**config.mk**
```make
export PLATFORM = sky130hd
export DESIGN_NAME = pio_irq_master
export DESIGN_NICKNAME = d
export VERILOG_FILES = /design/src/rtl/pio_irq_master.sv
export SDC_FILE = /design/constraint.sdc
export NUM_CORES = 1
export LEC_CHECK = 0
export BUFFER_PORTS_ARGS = -buffer_cell sky130_fd_sc_hd__buf_2
export CAP_MARGIN = 20
export CORE_ASPECT_RATIO = 1.25
export CORE_MARGIN = 10
export CORE_UTILIZATION = 36
export DETAILED_ROUTE_END_ITERATION = 6
export GPL_ROUTABILITY_DRIVEN = 0
export HOLD_SLACK_MARGIN = 0.06
export PLACE_DENSITY_LB_ADDON = 0.3
export SETUP_SLACK_MARGIN = 0.4
export SLEW_MARGIN = 20
export SYNTH_ARGS = -nofsm -noshare
export SYNTH_HDL_FRONTEND = slang
export SYNTH_SLANG_ARGS = --single-unit
```
**constraint.sdc**
```tcl
create_clock -name clk -period 1.4 [get_ports clk]
set_input_delay 0.35 -clock clk [delete_from_list [all_inputs] [get_ports clk]]
set_output_delay 0.35 -clock clk [all_outputs]
set_load 0.02 [all_outputs]
```
**src/rtl/pio_irq_master.sv**
```systemverilog
// Purpose: services a PIO slave's level interrupt: mask it, read the data port, hand the value out, poll until clear, unmask.
// Latency: irq sampled at edge k -> mask-off write committed at k+1, evt_valid first sampled high at edge k+4.
// Backpressure: evt_valid/evt_ready handshake; the FSM waits in PUSH with evt_data held for as long as evt_ready stays low.
//
// Ports:
//   clk, reset_n            single clock, asynchronous active-low reset
//   en                      service enable, gates only the start of a new service
//   irq                     level interrupt from the PIO slave
//   address/chipselect/
//   write_n/writedata/
//   readdata                slave bus master side; reads return data one cycle later, no waitrequest
//   evt_valid/evt_ready/
//   evt_data                captured data-port value, one event per service
//   evt_count               count of accepted events, wraps to zero
//
// Optional build: define PIO_IRQ_MASTER_ACK_EN to pulse out_port (address 0) to 1 then 0
// after each accepted event; without it address 0 is only ever read.

module pio_irq_master #(
    parameter int DATA_W = 1,   // captured data width, 1..32
    parameter int CNT_W  = 16   // serviced-event counter width
) (
    input  logic              clk,
    input  logic              reset_n,
    input  logic              en,
    input  logic              irq,
    output logic [1:0]        address,
    output logic              chipselect,
    output logic              write_n,
    output logic [31:0]       writedata,
    input  logic [31:0]       readdata,
    output logic              evt_valid,
    input  logic              evt_ready,
    output logic [DATA_W-1:0] evt_data,
    output logic [CNT_W-1:0]  evt_count
);

    localparam logic [1:0] ADDR_DATA = 2'd0;
    localparam logic [1:0] ADDR_MASK = 2'd2;

    typedef enum logic [3:0] {
        ST_INIT,
        ST_IDLE,
        ST_MASK_OFF,
        ST_RD_ADDR,
        ST_RD_WAIT,
        ST_PUSH,
        ST_POLL_ADDR,
        ST_POLL_WAIT,
`ifdef PIO_IRQ_MASTER_ACK_EN
        ST_UNMASK,
        ST_ACK_SET,
        ST_ACK_CLR
`else
        ST_UNMASK
`endif
    } state_t;

    state_t state;
    state_t state_nxt;

    // Bus values decoded purely from the state register.
    logic [1:0]  bus_addr;
    logic        bus_cs;
    logic        bus_wn;
    logic [31:0] bus_wd;

    logic handshake;
    logic poll_clear;

    // Only the low DATA_W bits of readdata carry port data.
    logic unused_rd;
    assign unused_rd = &{1'b0, readdata};

    assign handshake  = evt_valid & evt_ready;
    assign poll_clear = (readdata[DATA_W-1:0] == '0);

    //--------------------------------------------------------------------
    // State register
    //--------------------------------------------------------------------
    always_ff @(posedge clk or negedge reset_n) begin
        if (!reset_n) begin
            state <= ST_INIT;
        end else begin
            state <= state_nxt;
        end
    end

    //--------------------------------------------------------------------
    // Next-state logic
    //--------------------------------------------------------------------
    always_comb begin
        state_nxt = state;
        case (state)
            ST_INIT:      state_nxt = ST_IDLE;
            // en only gates entry; once a service starts it always completes.
            ST_IDLE:      if (irq && en) state_nxt = ST_MASK_OFF;
            ST_MASK_OFF:  state_nxt = ST_RD_ADDR;
            ST_RD_ADDR:   state_nxt = ST_RD_WAIT;
            ST_RD_WAIT:   state_nxt = ST_PUSH;
            ST_PUSH: begin
                if (evt_ready) begin
`ifdef PIO_IRQ_MASTER_ACK_EN
                    state_nxt = ST_ACK_SET;
`else
                    state_nxt = ST_POLL_ADDR;
`endif
                end
            end
`ifdef PIO_IRQ_MASTER_ACK_EN
            ST_ACK_SET:   state_nxt = ST_ACK_CLR;
            ST_ACK_CLR:   state_nxt = ST_POLL_ADDR;
`endif
            ST_POLL_ADDR: state_nxt = ST_POLL_WAIT;
            // Keep re-polling until the port reads back zero; no timeout.
            ST_POLL_WAIT: state_nxt = poll_clear ? ST_UNMASK : ST_POLL_ADDR;
            ST_UNMASK:    state_nxt = ST_IDLE;
            default:      state_nxt = ST_INIT;
        endcase
    end

    //--------------------------------------------------------------------
    // Bus decode: each write state is visited for exactly one cycle, so
    // every write strobe is a single-cycle pulse.
    //--------------------------------------------------------------------
    always_comb begin
        bus_addr = ADDR_DATA;
        bus_cs   = 1'b0;
        bus_wn   = 1'b1;
        bus_wd   = 32'd0;
        case (state)
            ST_INIT, ST_UNMASK: begin
                bus_cs   = 1'b1;
                bus_wn   = 1'b0;
                bus_addr = ADDR_MASK;
                bus_wd   = 32'd1;
            end
            ST_MASK_OFF: begin
                bus_cs   = 1'b1;
                bus_wn   = 1'b0;
                bus_addr = ADDR_MASK;
                bus_wd   = 32'd0;
            end
            ST_RD_ADDR, ST_POLL_ADDR: begin
                bus_cs   = 1'b1;
                bus_addr = ADDR_DATA;
            end
`ifdef PIO_IRQ_MASTER_ACK_EN
            ST_ACK_SET: begin
                bus_cs   = 1'b1;
                bus_wn   = 1'b0;
                bus_addr = ADDR_DATA;
                bus_wd   = 32'd1;
            end
            ST_ACK_CLR: begin
                bus_cs   = 1'b1;
                bus_wn   = 1'b0;
                bus_addr = ADDR_DATA;
                bus_wd   = 32'd0;
            end
`endif
            default: begin
                bus_addr = ADDR_DATA;
            end
        endcase
    end

    // INIT is the reset state but must not strobe the slave while reset is
    // held; gating with reset_n keeps the bus idle during reset and lets the
    // unmask write appear in the very first cycle after release.
    assign chipselect = bus_cs & reset_n;
    assign write_n    = bus_wn | ~reset_n;
    assign address    = reset_n ? bus_addr : ADDR_DATA;
    assign writedata  = reset_n ? bus_wd : 32'd0;

    //--------------------------------------------------------------------
    // Event channel
    //--------------------------------------------------------------------
    assign evt_valid = (state == ST_PUSH);

    // Captured on the edge leaving RD_WAIT, when the one-cycle read data is
    // on the bus; it then stays put until the next service.
    always_ff @(posedge clk or negedge reset_n) begin
        if (!reset_n) begin
            evt_data <= '0;
        end else if (state == ST_RD_WAIT) begin
            evt_data <= readdata[DATA_W-1:0];
        end
    end

    always_ff @(posedge clk or negedge reset_n) begin
        if (!reset_n) begin
            evt_count <= '0;
        end else if (handshake) begin
            evt_count <= evt_count + CNT_W'(1);
        end
    end

endmodule

```
# [After elaboration in Yosys (flattened, before gate mapping)]
# Cells that the tools add are included.
[totals] inputBits=37 regBits=21 wordCells=34 out_inout_bits=54
[op_classes] n_mux=10 n_reduce_logical=6 addsub=1 eq_ne=10 bitwise_logic=4
[op_table] op="$mux W32" count=1
[op_table] op="$pmux W4 S8" count=1
[op_table] op="$add A16 B1 Y16 const B" count=1
[op_table] op="$eq A4 B3 Y1 const B" count=4
[op_table] op="$mux W4" count=3
[op_table] op="$eq A4 B2 Y1 const B" count=2
[op_table] op="$reduce_or A5 Y1" count=1
[op_table] op="$eq A4 B1 Y1 const B" count=1
[op_table] op="$eq A4 B4 Y1 const B" count=1
[op_table] op="$logic_not A4 Y1" count=1
[op_table] op="$mux W2" count=2
[op_table] op="$mux W1" count=3
[op_table] op="$reduce_or A3 Y1" count=1
[op_table] op="$and A1 B1 Y1" count=2
[op_table] op="$ne A2 B1 Y1 const B" count=1
[op_table] op="$ne A2 B2 Y1 const B" count=1
[op_table] op="$reduce_and A2 Y1" count=1
[op_table] op="$reduce_or A2 Y1" count=1
[op_table] op="$logic_and A1 B1 Y1" count=1
[op_table] op="$not A1 Y1" count=1
[op_table] op="$or A1 B1 Y1" count=1

# [Longest topological paths before layout]
# Gate-level depths: netlist of run 1.
[depth] ltp_word=4 mapped_depth=6 ltp_nobuf=5

# [Worst setup path after synthesis of run 1]
# OpenSTA, ideal clock, no wires.
[synth_path] path_kind="register to register" startpoint="reg state[3]" endpoint="reg evt_count[1]" required_ps=1275 setup_time_ps=125 n_path_buf=2 synth_period_minus_slack_ps=1596 slack_ps=-196 arrival_time_ps=1471 stages_incl_launch_ff=6 cell_sequence="dfrtp_1 -> buf_6 -> and4bb_4 -> and2_1 -> buf_2 -> mux2_2"
[synth_via] elab_chain_cells=2
[synth_lines] element="start: declaration" line="59" rtl="state_t state;"
[synth_lines] element="start signal: assignment" line="85" rtl="state <= state_nxt;"
[synth_lines] element="$eq A4 B3 Y1" line="179" rtl="assign evt_valid = (state == ST_PUSH);"
[synth_lines] element="named net evt_valid" line="32" rtl="output logic evt_valid,"
[synth_lines] element="$and A1 B1 Y1" line="75" rtl="assign handshake = evt_valid & evt_ready;"
[synth_lines] element="end signal: assignment" line="195" rtl="evt_count <= evt_count + CNT_W'(1);"
[synth_lines] element="end: declaration" line="35" rtl="output logic [CNT_W-1:0] evt_count"
# The timed path passes the listed nets, and every way through them passes these cells.
# A chain may end at the register's enable or synchronous reset.

# [Worst setup path in the final report of run 1]
[layout_path] startpoint="reg state[3]" endpoint="out chipselect"
[layout_via] elab_chain_cells=4 elab_cells_between_ends=8 classes_between="eq/ne (4); mux (1); bitwise (1); reduce/logical (2)"
[layout_lines] element="$eq A4 B2 Y1 (tied with other cells)" line="131" rtl="case (state)"
[layout_lines] element="$reduce_or A5 Y1 (no line) (*)"
[layout_lines] element="$mux W1 (*)" line="131"
[layout_lines] element="$and A1 B1 Y1 (*)" line="171" rtl="assign chipselect = bus_cs & reset_n;"
[layout_lines] element="end: declaration" line="28" rtl="output logic chipselect,"
# Every way passes the cells marked *; elsewhere a longest branch is shown, timed or not.

==> run_results.csv, run 1 <==
group,metric,value,unit
outcome,status,"finished with violations",
outcome,violations,"setup timing",
logic_synthesis,seq_area_frac_synth,41.6,%
floorplanning,start_util,36.9,%
cells_and_area,regArea,537,sq um
cells_and_area,layout-area-overhead-vs-synth,57.2,%
placed_design,port_buffers,27,
flow_run,max_cap_viol_count,0,
timing,fmax,603,MHz
power,finalPower,3.04,mW
timing,postLayoutSetupSlackWorst,-257,ps
power,p_leak,0.982,nW
logic_synthesis,syn_area,1260,sq um
cts,clk_latency,270,ps
power,power_density,1530,nW/um^2
logic_synthesis,yosysWarnings,0,
drt,route.vias.total,1026,
setup_path,critical_path.max_fanout,6,
logic_synthesis,yosys-top-cells-area,"dfrtp_1 42%, buf_4 19%, xnor2_1 6.2%",
logic_synthesis,ys_top_cells_by_count,"32 x buf_4, 21 x dfrtp_1, 11 x nand2_1, 9 x xnor2_1",
drt,drcViolationCount,0,
placed_design,dp_hpwl,2410,um
setup_path,critPathCaptureType,"output port",
floorplanning,rows,24,
logic_synthesis,synth.top_cell.area_share,41.6,%
cts,root_buffer,"clkbuf_8",
logic_synthesis,synth_most_common_cell,"buf_4",
placed_design,place_inst,203,
cells_and_area,nFillCells,302,
timing,min_period_over_period,118,%
floorplanning,dieHeight,86.2,um
setup_path,crit_required,1050,ps
timing,rsz0062_at_grt,"true",
drt,antenna_left,0,
setup_path,r2r_end,"evt_count[8]$_DFFE_PN0P_",
floorplanning,pin_count,91,
cts,tritoncts,"yes",
power,peakVddDrop,0.00107,V
setup_path,reg2regPathDepth,7,
logic_synthesis,avgSynthCellArea,9.71,sq um
logic_synthesis,synthArstFlopShare,100,%
global_routing,grt_max_degree,17,
logic_synthesis,ys.flop_type,"dfrtp_1",
setup_path,reg2reg_from,"state[2]$_DFFE_PN0P_",
cts,htreeDepth,1,
logic_synthesis,syn_inst,130,
global_routing,antenna_found_initial,0,
logic_synthesis,yosysTopAreaCell,"dfrtp_1",
setup_path,critPathKind,"reg -> out",
floorplanning,dieArea,6290,sq um
cells_and_area,diodes,0,
drt,first_pass_iters,2,
global_routing,grtUsageTotal,10.5,%
timing,skew,5.87,ps
drt,wl_per_cell,14.3,um
floorplanning,die_w,73.0,um
timing,period_needed,1660,ps
drt,dr.first_iter.drc_count,24,
cells_and_area,drive_above_1_share,56.7,%
cells_and_area,fin_cells,233,
setup_path,cp.arrival,1310,ps
global_routing,grt_overflow,0,
placed_design,place_ws,-18.8,ps
logic_synthesis,yosysUniqueCellTypes,30,
cts,cts_sinks,21,
setup_path,r2r_slack,-220,ps
global_routing,grt_pass1_wl,5220,um
drt,routed_wl,3330,um
drt,vias_per_cell,4.40,
cells_and_area,multi_input_area,743,sq um
cells_and_area,nNetsFinal,233,
logic_synthesis,ys_seq_elements,21,
timing,final-setup-viol-count,21,
timing,final-hold-violation-count,0,
setup_path,start_kind,"register",
timing,hold_ws,76.3,ps
global_routing,grt_pass1_vias,1126,
cts,cts_buffers,3,
hold_path,min_path_type,"in -> async",
floorplanning,core_area,3420,sq um
cts,cts_max_path_buffers,2,
logic_synthesis,synth_edf_count,0,
cts,clkTransAtPathRegs,80,ps
timing,drv_slew,0,
-- logic make-up (layout without fill, tap and decap cells) --
family	after synthesis	count (layout)	synth area share, %
simple gates	42	42	18.2
other cells	1	32	0.297
fa+ha+maj	1	1	0.991
xor+xnor	15	15	10.4
buf+inv	39	72	21.9
mux	3	3	2.68
compound gates	8	8	3.86
flops	21	21	41.6
-- state kept, by name (all words and copies together), names as in the netlist --
register and cells:
evt_count 16, state 4, evt_data 1
-- what timing repair did --
| item | in CTS | in global routing |
|---|---|---|
| setup buffers | 20 | 5 |
| gates resized for setup | 66 | 9 |
| gates cloned | 0 | 0 |
| hold buffers | 1 | 0 |
| endpoints found under the setup margin | 43 | 43 |
| pin swaps | 13 | 2 |
| endpoints found under the hold margin | 5 | 0 |
-- metal layers --
layer	global-route usage, %	vias up	part of all wire (%)	routed length (um)
li1	-	491	-	-
met5	0	-	0	0
met2	18.2	36	54	1790
met1	10.8	494	38	1250
met3	3.32	5	6.0	200
met4	5.71	0	2.4	79
-- how the worst max path moves through the flow --
stage / start / to / slack [ps] / cells after the start
after floorplan: state[3]$_DFFE_PN0P_ / evt_count[1]$_DFFE_PN0P_ / -120 / 5
after global placement: state[2]$_DFFE_PN0P_ / chipselect / -10 / 4
after detailed placement: state[2]$_DFFE_PN0P_ / chipselect / -20 / 4
after CTS: state[3]$_DFFE_PN0P_ / chipselect / -270 / 4
after global routing: state[3]$_DFFE_PN0P_ / chipselect / -320 / 4
final: state[3]$_DFFE_PN0P_ / chipselect / -260 / 4
-- area by class of cell --
| type | count | share of cell area, % |
|---|---|---|
| clock buffer | 3 | 2.08 |
| clock inverter | 1 | 0.252 |
| inverter | 2 | 0.378 |
| multi-input combinational | 101 | 37.5 |
| sequential | 21 | 27.0 |
| tap | 39 | 2.46 |
| timing repair buffer | 66 | 30.3 |
-- cell usage in the layout, fill, tap and decap left out, types with 2 or more instances in the layout --
cell | Yosys | routed
and3_4 | 0 | 4
dfrtp_1 | 21 | 12
and3_1 | 6 | 2
nand2_1 | 11 | 7
conb_1 | 1 | 32
nand2_2 | 1 | 5
xnor2_1 | 9 | 8
xor2_1 | 6 | 5
dfrtp_2 | 0 | 9
a21oi_1 | 3 | 3
buf_6 | 1 | 31
nor2_1 | 5 | 3
buf_2 | 2 | 5
buf_4 | 32 | 29
nor4_4 | 0 | 2
mux2_4 | 0 | 2
nand4_1 | 3 | 3
clkbuf_8 | 0 | 3
nand3_2 | 0 | 2
-- metrics by stage --
stage | instance area (sq um) | utilization [%] | TNS, ps
after floorplan | 1470 | - | -302
after global placement | 1470 | 42.9 | -10.2
after detailed placement | 1470 | 42.9 | -35.9
after CTS | 1900 | 55.5 | -1740
after global routing | 1980 | 58.0 | -4340
final | 1980 | 58.0 | -3010
-- critical path: stages (launching register included) --
cell     delay (ps)
dfrtp_2         450
mux2_2          270
nor2_1           80
o21a_2          130
buf_6           110
-- power by group --
group          leakage (nW)  switching (mW)  internal, mW
registers             0.259           0.158         0.755
clock network        0.0255           0.204         0.199
logic                 0.698           0.783         0.940
(Power assumes the default switching activity.)
==> inputs of run 2 (changes only) <==
Settings changed: ABC_AREA set to 1, CORE_UTILIZATION 36 to 38, SLEW_MARGIN 20 to unset.
==> run 2 against run 1 <==
The flow still finishes with violations (setup timing). Clock-buffer cell count is 1 higher. Sequential power up 3.9%. Clock power increased by 3%. Cell count increased by 28%. Power rose by 9.5%. Design area rose by 12%. Worst setup slack gained 64 ps. Critical path type unchanged.
==> run_results.csv, run 2 <==
group,metric,value,unit
global_routing,grt_overflow,0,
outcome,status,"finished with violations",
drt,antenna_left,0,
logic_synthesis,ys.flop_type,"dfrtp_1",
timing,skew,2.26,ps
cts,htreeDepth,1,
cts,root_buffer,"clkbuf_8",
cells_and_area,mostFrequentLayoutCells,"48 x nand2_1, 32 x conb_1, 31 x buf_6",
power,finalPower,3.33,mW
flow_run,max_cap_viol_count,0,
cells_and_area,diodes,0,
floorplanning,start_util,40.1,%
floorplanning,rows,24,
global_routing,antenna_found_initial,0,
power,peakVddDrop,0.00104,V
logic_synthesis,syn_area,1430,sq um
floorplanning,pin_count,91,
setup_path,cp.arrival,1240,ps
logic_synthesis,avgSynthCellArea,7.57,sq um
timing,final-hold-violation-count,0,
outcome,violations,"setup timing",
logic_synthesis,synth_most_common_cell,"nand2_1",
setup_path,critical_path.max_fanout,3,
setup_path,start_kind,"register",
cells_and_area,largest_reg_flops,16,
global_routing,grt_pass1_wl,6410,um
logic_synthesis,yosysWarnings,0,
power,p_comb_share,59.0,%
global_routing,grtUsageTotal,12.0,%
setup_path,reg2reg_from,"state[2]$_DFFE_PN0P_",
hold_path,min_path_type,"in -> async",
logic_synthesis,yosys-top-cells-area,"dfrtp_1 37%, buf_4 17%, nand2_1 14%",
cells_and_area,layout-area-overhead-vs-synth,54.6,%
setup_path,r2r_end,"evt_count[7]$_DFFE_PN0P_",
cells_and_area,regArea,543,sq um
timing,min_period_over_period,114,%
setup_path,reg2regPathDepth,10,
floorplanning,core_area,3570,sq um
timing,hold_ws,131,ps
timing,final-setup-viol-count,19,
setup_path,r2r_slack,-170,ps
cells_and_area,top_register,"evt_count",
cts,cts_sinks,21,
cts,clk_latency,260,ps
timing,drv_slew,0,
cts,cts_buffers,3,
logic_synthesis,synthArstFlopShare,100,%
placed_design,port_buffers,27,
drt,wl_per_cell,13.6,um
cells_and_area,final_common_cell,"nand2_1",
cells_and_area,drive_above_1_share,47.9,%
timing,rsz0062_at_grt,"true",
logic_synthesis,seq_area_frac_synth,36.7,%
drt,first_pass_iters,4,
power,p_switching,1.42,mW
logic_synthesis,yosysUniqueCellTypes,24,
logic_synthesis,yosysTopAreaCell,"dfrtp_1",
timing,fmax,628,MHz
logic_synthesis,ys_top_cells_by_count,"53 x nand2_1, 33 x buf_4, 21 x dfrtp_1, 20 x nor2_1, 15 x inv_1",
cells_and_area,nFillCells,312,
placed_design,dp_hpwl,2640,um
power,p_int,1.90,mW
drt,drcViolationCount,0,
power,switching_share,42.8,%
drt,dr.first_iter.drc_count,69,
logic_synthesis,ys_seq_elements,21,
logic_synthesis,synth.top_cell.area_share,36.7,%
floorplanning,dieHeight,88.6,um
cts,clkTransAtPathRegs,80,ps
cts,tritoncts,"yes",
power,p_clk_share,12.4,%
logic_synthesis,synth_edf_count,0,
setup_path,critPathKind,"reg -> out",
power,power_frac_seq,28.5,%
global_routing,grt_max_degree,21,
timing,period_needed,1590,ps
power,power_density,1500,nW/um^2
drt,routed_wl,4050,um
drt,vias_per_cell,4.60,
cells_and_area,multi_input_area,901,sq um
setup_path,critPathCaptureType,"output port",
cells_and_area,nNetsFinal,298,
global_routing,grt_pass1_vias,1402,
cells_and_area,fin_util,61.9,%
setup_path,crit_required,1050,ps
floorplanning,die_w,74.9,um
logic_synthesis,syn_inst,189,
cts,cts_max_path_buffers,2,
power,p_leak,1.09,nW
drt,route.vias.total,1372,
cells_and_area,top_regs,"evt_count: 16 flops, state: 4 flops, evt_data: 1 flops",
floorplanning,dieArea,6640,sq um
timing,postLayoutSetupSlackWorst,-194,ps
run 2: critical path, cell delays in order (launching register included):
cell and delay (ps):
dfrtp_1 380, inv_2 90, nand2_4 70, a211oi_4 260, inv_2 50, buf_6 130
run 2: how the worst max path moves through the flow:
stage / from / endpoint / slack, ps / cells after the start
2_1_floorplan: state[2]$_DFFE_PN0P_ / write_n / 20 / 4
3_3_place_gp: state[3]$_DFFE_PN0P_ / evt_count[7]$_DFFE_PN0P_ / 30 / 6
3_5_place_dp: state[3]$_DFFE_PN0P_ / evt_count[7]$_DFFE_PN0P_ / 1 / 6
4_1_cts: state[1]$_DFFE_PN0P_ / chipselect / -200 / 4
5_1_grt: state[2]$_DFFE_PN0P_ / evt_count[14]$_DFFE_PN0P_ / -270 / 10
6_report: state[2]$_DFFE_PN0P_ / write_n / -190 / 5
run 2: cell families (layout without fill, tap and decap cells):
group	count (synthesis)	count (layout)	share of synthesized area, %
flip-flops	21	21	36.7
buffers and inverters	50	88	21.8
AO/OA/AOI/OAI	8	8	3.41
adder cells (fa/ha/maj)	1	1	0.874
XOR/XNOR	6	6	3.67
other	1	32	0.262
AND/OR/NAND/NOR	102	103	33.3
run 2: metrics by stage:
| step | instances | setup TNS, ps | worst slack, ps | area [sq um] |
|---|---|---|---|---|
| floorplan | 220 | 0 | 22.9 | 1630 |
| global placement | 265 | 0 | 29.3 | 1650 |
| detailed placement | 265 | 0 | 1.05 | 1650 |
| CTS | 292 | -1180 | -199 | 2080 |
| global route | 298 | -3460 | -274 | 2210 |
| finish | 298 | -2040 | -194 | 2210 |
run 2: area by class of cell:
cell class                      instances  share of cell area [%]
Clock buffer                            4                    2.04
Inverter                               17                    3.00
Sequential cell                        21                    24.5
Multi-Input combinational cell        150                    40.7
Timing Repair Buffer                   67                    27.5
Tap cell                               39                    2.20
run 2: layer usage:
metal  vias up  wire length [um]  GRT usage, %
li1        682                 -             -
met1       653              1520          12.9
met2        33              2260          22.3
met3         4               253          2.80
met4         0                26          3.79
met5         -                 0             0
run 2: what timing repair did:
action / in CTS / in global routing
gates resized for setup: 64 / 24
cloned: 1 / 0
hold buffers: 1 / 0
endpoints found under the setup margin: 42 / 43
pin swaps: 4 / 11
hold endpoints to repair: 1 / 0
buffers inserted: 21 / 6
run 2: power groups by stage:
stage | logic (mW) | registers [mW] | clock network (mW)
finish | 1.96 | 0.949 | 0.414
floorplan | 0.753 | 0.991 | 0
global route | 2.10 | 0.976 | 0.442
detailed placement | 1.19 | 0.911 | 0
global placement | 1.19 | 0.910 | 0
CTS | 1.71 | 0.925 | 0.417
